## src/rtl/mul_scheduler.sv

```systemverilog
// Shared iterative 16x16 multiplier sequencer for the dual-issue EX pair (slot 0 first).
// Optional early-out on exhausted multiplier bits: define NEOCORE_MUL_EARLY_OUT_EN.
module mul_scheduler #(
    parameter int BITS_PER_CYCLE = 1
) (
    input  logic        clk,
    input  logic        rst,
    input  logic        flush,
    input  logic        req_0,
    input  logic [15:0] a_0,
    input  logic [15:0] b_0,
    input  logic        signed_0,
    input  logic        req_1,
    input  logic [15:0] a_1,
    input  logic [15:0] b_1,
    input  logic        signed_1,
    output logic        stall,
    output logic        done_0,
    output logic        done_1,
    output logic [15:0] result_lo_0,
    output logic [15:0] result_hi_0,
    output logic [15:0] result_lo_1,
    output logic [15:0] result_hi_1,
    output logic        busy
);

    localparam int N_ITER = 16 / BITS_PER_CYCLE;

    typedef enum logic [1:0] {S_IDLE, S_ITER, S_FIX, S_DONE} state_e;

    state_e      state_q, state_d;
    logic [31:0] acc_q, acc_d;
    logic [31:0] mcand_q, mcand_d;
    logic [15:0] mplier_q, mplier_d;
    logic        neg_q, neg_d;
    logic        slot_q, slot_d;
    logic        served0_q, served0_d;
    logic        served1_q, served1_d;
    logic [4:0]  cnt_q, cnt_d;
    logic [31:0] res0_q, res0_d;
    logic [31:0] res1_q, res1_d;

    logic        cap_slot1;
    logic [15:0] cap_a, cap_b;
    logic        cap_signed;
    logic [15:0] mag_a, mag_b;
    logic [31:0] pp_sum;
    logic [15:0] mplier_next;
    logic        last_iter;
    logic [31:0] prod_fixed;

    // Operand capture: IDLE takes slot 0 when it requests, FIX always moves on to slot 1.
    always_comb begin
        cap_slot1  = (state_q == S_FIX) || !req_0;
        cap_a      = cap_slot1 ? a_1 : a_0;
        cap_b      = cap_slot1 ? b_1 : b_0;
        cap_signed = cap_slot1 ? signed_1 : signed_0;
        mag_a      = (cap_signed && cap_a[15]) ? (~cap_a + 16'd1) : cap_a;
        mag_b      = (cap_signed && cap_b[15]) ? (~cap_b + 16'd1) : cap_b;
    end

    always_comb begin
        pp_sum = '0;
        for (int k = 0; k < BITS_PER_CYCLE; k++) begin
            if (mplier_q[k]) begin
                pp_sum = pp_sum + (mcand_q << k);
            end
        end
        mplier_next = mplier_q >> BITS_PER_CYCLE;
`ifdef NEOCORE_MUL_EARLY_OUT_EN
        last_iter = (cnt_q == 5'(N_ITER - 1)) || (mplier_next == 16'd0);
`else
        last_iter = (cnt_q == 5'(N_ITER - 1));
`endif
        prod_fixed = neg_q ? (~acc_q + 32'd1) : acc_q;
    end

    // Next-state logic; flush overrides the case result but leaves the result registers alone.
    always_comb begin
        state_d   = state_q;
        acc_d     = acc_q;
        mcand_d   = mcand_q;
        mplier_d  = mplier_q;
        neg_d     = neg_q;
        slot_d    = slot_q;
        served0_d = served0_q;
        served1_d = served1_q;
        cnt_d     = cnt_q;
        res0_d    = res0_q;
        res1_d    = res1_q;

        case (state_q)
            S_IDLE: begin
                if (req_0 || req_1) begin
                    state_d  = S_ITER;
                    acc_d    = '0;
                    mcand_d  = {16'd0, mag_a};
                    mplier_d = mag_b;
                    neg_d    = cap_signed && (cap_a[15] ^ cap_b[15]);
                    slot_d   = cap_slot1;
                    cnt_d    = '0;
                end
            end
            S_ITER: begin
                acc_d    = acc_q + pp_sum;
                mcand_d  = mcand_q << BITS_PER_CYCLE;
                mplier_d = mplier_next;
                cnt_d    = cnt_q + 5'd1;
                if (last_iter) begin
                    state_d = S_FIX;
                end
            end
            S_FIX: begin
                if (slot_q) begin
                    res1_d    = prod_fixed;
                    served1_d = 1'b1;
                end else begin
                    res0_d    = prod_fixed;
                    served0_d = 1'b1;
                end
                if (req_1 && !served1_d) begin
                    state_d  = S_ITER;
                    acc_d    = '0;
                    mcand_d  = {16'd0, mag_a};
                    mplier_d = mag_b;
                    neg_d    = cap_signed && (cap_a[15] ^ cap_b[15]);
                    slot_d   = 1'b1;
                    cnt_d    = '0;
                end else begin
                    state_d = S_DONE;
                end
            end
            S_DONE: begin
                state_d   = S_IDLE;
                served0_d = 1'b0;
                served1_d = 1'b0;
            end
            default: state_d = S_IDLE;
        endcase

        if (flush) begin
            state_d   = S_IDLE;
            served0_d = 1'b0;
            served1_d = 1'b0;
            res0_d    = res0_q;
            res1_d    = res1_q;
        end
    end

    always_ff @(posedge clk) begin
        if (rst) begin
            state_q   <= S_IDLE;
            acc_q     <= '0;
            mcand_q   <= '0;
            mplier_q  <= '0;
            neg_q     <= 1'b0;
            slot_q    <= 1'b0;
            served0_q <= 1'b0;
            served1_q <= 1'b0;
            cnt_q     <= '0;
            res0_q    <= '0;
            res1_q    <= '0;
        end else begin
            state_q   <= state_d;
            acc_q     <= acc_d;
            mcand_q   <= mcand_d;
            mplier_q  <= mplier_d;
            neg_q     <= neg_d;
            slot_q    <= slot_d;
            served0_q <= served0_d;
            served1_q <= served1_d;
            cnt_q     <= cnt_d;
            res0_q    <= res0_d;
            res1_q    <= res1_d;
        end
    end

    assign stall = !rst && (state_q != S_DONE) &&
                   ((req_0 && !served0_q) || (req_1 && !served1_q));
    assign done_0      = (state_q == S_DONE) && served0_q;
    assign done_1      = (state_q == S_DONE) && served1_q;
    assign busy        = (state_q != S_IDLE);
    assign result_lo_0 = res0_q[15:0];
    assign result_hi_0 = res0_q[31:16];
    assign result_lo_1 = res1_q[15:0];
    assign result_hi_1 = res1_q[31:16];

endmodule

```

## config.mk

```make
export PLATFORM = sky130hd
export DESIGN_NAME = mul_scheduler
export DESIGN_NICKNAME = d
export VERILOG_FILES = /design/src/rtl/mul_scheduler.sv
export SDC_FILE = /design/constraint.sdc
export NUM_CORES = 1
export LEC_CHECK = 0
export CAP_MARGIN = 20
export CORE_UTILIZATION = 45
export CTS_CLUSTER_SIZE = 12
export DETAILED_ROUTE_END_ITERATION = 8
export PLACE_DENSITY = 0.65
export SETUP_SLACK_MARGIN = 0.1
export SYNTH_ARGS = -nofsm -noshare
export SYNTH_HDL_FRONTEND = slang
export SYNTH_SLANG_ARGS = --single-unit
```

## constraint.sdc

```tcl
create_clock -name clk -period 9.2 [get_ports clk]
set_clock_uncertainty 0.1 [all_clocks]
set_input_delay 1.84 -clock clk [delete_from_list [all_inputs] [get_ports clk]]
set_output_delay 1.84 -clock clk [all_outputs]
set_load 0.01 [all_outputs]
```

==> results_tabular.tex <==
\begin{tabular}{lr}
\hline
Metric & Value \\
\hline
\multicolumn{2}{l}{\textbf{Global routing}} \\
Global-route usage over all layers & 25.2\% \\
Total global routing overflow & 0 \\
Largest net degree at the start of global routing & 73 \\
Number of global-route vias before repair & 8539 \\
Global-route wire length before repair & 44.4 mm \\
Number of antenna violations at the first check in global routing & 0 \\
\multicolumn{2}{l}{\textbf{Layout}} \\
Antenna cells & 0 \\
Net count reported at finish & 1434 \\
Fraction of layout cells with a size suffix above 1 & 5.30\% \\
Synth-to-Final Area Change & 21.2\% \\
FILL cells & 1994 \\
\multicolumn{2}{l}{\textbf{Clock network}} \\
Inserted Clock Buffers & 17 \\
CTS Buffer Depth & 2 \\
Worst-skew pair later-pin latency & 430 ps \\
Number of hold buffers added after cts & 0 \\
Post-CTS setup buffers & 0 \\
TritonCTS sink count & 155 \\
CTS tree & yes \\
Gates resized, CTS repair & 0 \\
Clock edge transition at the registers on the reported setup and hold paths & 60 ps \\
CTS H-Tree Depth & 4 \\
Cell chosen for the clock root & sky130\_fd\_sc\_hd\_\_clkbuf\_16 \\
\multicolumn{2}{l}{\textbf{Floorplanning}} \\
Site row count & 53 \\
Placeable Area & 21000 sq um \\
I/O Pins & 139 \\
Total die area & 22100 sq um \\
Starting Density & 46.0\% \\
Die width & 149 microns \\
Die outline height & 149 microns \\
\multicolumn{2}{l}{\textbf{Power and ir drop}} \\
Power share of the combinational group & 12.5\% \\
Power density normalized to cell area & 136 nW/um\^{}2 \\
Worst ir drop on vdd & 0.0893 mV \\
Pleak & 4.42 nW \\
Net switching share of the total power & 27.1\% \\
Clock network fraction of total power & 43.3\% \\
Switching power & 0.432 mW \\
Internal Pwr Total & 1.16 mW \\
Register share of total power & 44.2\% \\
\multicolumn{2}{l}{\textbf{Detailed routing}} \\
Total number of vias & 9227 \\
Wire per inst & 16.9 microns \\
DRC errors left & 0 \\
Detail-routed via count per cell & 5.72 \\
Total wire length after detailed routing & 27.3 mm \\
DRT iter0 DRCs & 525 \\
Number of antenna-violating nets in the routed design & 0 \\
Number of search-and-repair iterations in the first detailed-routing pass & 6 \\
\multicolumn{2}{l}{\textbf{Place}} \\
Pre-CTS WS & 3380 ps \\
HPWL after DPL & 20.6 mm \\
Count of input and output buffers & 138 \\
RD Place Congestion & 0.923 \\
\multicolumn{2}{l}{\textbf{Timing}} \\
Final TNS setup & 0 ps \\
WHS & 357 ps \\
Count of endpoints failing hold in the final timing report & 0 \\
Number of setup violations in the final report & 0 \\
RSZ-0062 raised after global routing & no \\
Max Fclk & 172 MHz \\
Final Max Tran Viols & 0 \\
Min setup slack post-route & 3400 ps \\
Tightest slew margin relative to the limit & 31.3\% \\
Final min period & 5800 ps \\
Worst-margin pin slew & 1030 ps \\
Crit share post-route & 63.0\% \\
\multicolumn{2}{l}{\textbf{Worst setup path}} \\
FF-to-FF path depth & 11 \\
Setup Crit Path Kind & input port to output pin \\
Data arrival time of the critical path & 3860 ps \\
Critical Path Sink Type & output pin \\
Startpoint types & input port \\
Data required time at the worst endpoint & 7260 ps \\
Critical-path maximum fanout & 16 \\
Worst r2r src & mplier\_q[0]\$\_SDFFE\_PP0P\_ \\
Internal reg-to-reg setup slack & 5580 ps \\
Capturing point of the worst reg2reg path & acc\_q[28]\$\_SDFFE\_PP0P\_ \\
\multicolumn{2}{l}{\textbf{Synth}} \\
Most common flop cell mapped by yosys & sky130\_fd\_sc\_hd\_\_dfxtp\_1 \\
Post-Syn Area per Cell & 7.74 sq um \\
Number of enable-type register cells in the synthesized netlist & 0 \\
Number of instances in the synthesized netlist & 1249 \\
Async set or reset register ratio after synthesis & 0\% \\
Netlist Area Pre-Place & 9670 sq um \\
Number of synthesis warnings & 0 \\
Proportion of synthesized chip area in sequential cells & 32.1\% \\
Syn nets & 1357 \\
\#FFs+latches synth & 155 \\
Unique masters post-synth & 72 \\
\multicolumn{2}{l}{\textbf{Min path}} \\
Hold path startpoint & res0\_q[29]\$\_SDFFE\_PP0P\_ \\
Min-Delay Path Depth & 2 \\
WHS Endpoint & res0\_q[29]\$\_SDFFE\_PP0P\_ \\
Worst hold path class & flop to flop \\
\multicolumn{2}{l}{\textbf{Job}} \\
MaxCap Viol Count & 0 \\
\multicolumn{2}{l}{\textbf{Status}} \\
Run status & finished clean \\
\hline
\end{tabular}
[state kept, by name, summed over array words and instances (netlist names)]
name / count
cnt_q: 5
res1_q: 32
state_q: 2
served1_q: 1
res0_q: 32
acc_q: 32
mplier_q: 16
served0_q: 1
neg_q: 1
slot_q: 1
mcand_q: 32
[stage by stage]
| step | instances | instance area [sq um] | utilization, % | power [mW] |
|---|---|---|---|---|
| 2_1_floorplan | 1249 | 9670 | - | 0.841 |
| 5_1_grt | 1614 | 11700 | 55.8 | 1.66 |
| 3_3_place_gp | 1582 | 11100 | 53.0 | 0.915 |
| 3_5_place_dp | 1582 | 11100 | 53.0 | 0.917 |
| 4_1_cts | 1614 | 11700 | 55.8 | 1.60 |
| 6_report | 1614 | 11700 | 55.8 | 1.59 |
[cell usage after synthesis, types with 33 or more instances]
| library cell | number | share of area [%] |
|---|---|---|
| sky130_fd_sc_hd__nor3_1 | 37 | 1.9 |
| sky130_fd_sc_hd__ha_1 | 36 | 4.7 |
| sky130_fd_sc_hd__xor2_1 | 45 | 4.1 |
| sky130_fd_sc_hd__dfxtp_1 | 155 | 32 |
| sky130_fd_sc_hd__nor2_1 | 184 | 7.1 |
| sky130_fd_sc_hd__a21oi_1 | 77 | 4.0 |
| sky130_fd_sc_hd__clkbuf_1 | 73 | 2.8 |
| sky130_fd_sc_hd__xnor2_1 | 35 | 3.2 |
| sky130_fd_sc_hd__a211oi_1 | 62 | 4.8 |
| sky130_fd_sc_hd__a22oi_1 | 33 | 2.6 |
| sky130_fd_sc_hd__and2_1 | 35 | 2.3 |
| sky130_fd_sc_hd__o21ai_0 | 48 | 2.5 |
| sky130_fd_sc_hd__nand2_1 | 121 | 4.7 |
[routing by layer]
| metal | global-route usage, % | wire (microns) | vias up |
|---|---|---|---|
| met1 | 33.2 | 12700 | 4239 |
| met2 | 41.4 | 12500 | 283 |
| met4 | 11.0 | 879 | 0 |
| met3 | 2.82 | 1180 | 48 |
| met5 | 0 | 0 | - |
| li1 | - | - | 4657 |
[final cells by class]
type,instances,area (sq um),area share [%]
Clock inverter,14,135,1.15
Multi-Input combinational cell,986,6170,52.7
Tap cell,275,344,2.94
Sequential cell,155,3100,26.5
Clock buffer,18,439,3.75
Timing Repair Buffer,149,1460,12.5
Inverter,17,63.8,0.544
[cell families (layout without fill, tap and decap cells)]
logic type	after synthesis	count (layout)	synth area share, %
XOR/XNOR	80	80	7.25
buffers and inverters	108	198	4.43
flip-flops	155	155	32.1
AO/OA/AOI/OAI	344	344	23.7
AND/OR/NAND/NOR	490	490	23.9
multiplexers	35	35	3.69
adder cells (fa/ha/maj)	37	37	4.87
[worst max path at each step]
stage	start	end	slack [ps]	cells past startpoint
3_3_place_gp	req_0	stall	3390	5
4_1_cts	req_0	stall	3380	5
5_1_grt	req_0	stall	3260	5
3_5_place_dp	req_0	stall	3380	5
6_report	req_0	stall	3400	5
2_1_floorplan	rst	stall	4690	4
[placed cells by master, fill, tap and decap left out, types with 15 or more instances in the layout]
cell / n
sky130_fd_sc_hd__ha_1: 36
sky130_fd_sc_hd__nand3_1: 23
sky130_fd_sc_hd__nor3_1: 35
sky130_fd_sc_hd__nor2_1: 183
sky130_fd_sc_hd__dfxtp_1: 155
sky130_fd_sc_hd__clkdlybuf4s50_1: 137
sky130_fd_sc_hd__xor2_1: 45
sky130_fd_sc_hd__clkbuf_16: 17
sky130_fd_sc_hd__o31ai_1: 21
sky130_fd_sc_hd__a22oi_1: 33
sky130_fd_sc_hd__inv_1: 16
sky130_fd_sc_hd__nand2_1: 121
sky130_fd_sc_hd__mux2i_1: 30
sky130_fd_sc_hd__o21ai_1: 15
sky130_fd_sc_hd__and2_1: 35
sky130_fd_sc_hd__o21ai_0: 48
sky130_fd_sc_hd__xnor2_1: 35
sky130_fd_sc_hd__or3_1: 17
sky130_fd_sc_hd__a21oi_1: 76
sky130_fd_sc_hd__a211oi_1: 62
[power by group through the flow]
stage	logic, mW	registers [mW]	clock network, mW
3_3_place_gp	0.197	0.718	0
2_1_floorplan	0.129	0.711	0
6_report	0.199	0.703	0.688
3_5_place_dp	0.198	0.718	0
5_1_grt	0.219	0.705	0.732
4_1_cts	0.199	0.703	0.702
[worst max-delay path: stages]
cell                              delay (ps)
sky130_fd_sc_hd__clkdlybuf4s50_1         860
sky130_fd_sc_hd__inv_2                   280
sky130_fd_sc_hd__o22ai_1                 210
sky130_fd_sc_hd__and2_1                  140
sky130_fd_sc_hd__clkdlybuf4s50_1         530
Note: power is estimated with default switching activity, not from simulation.
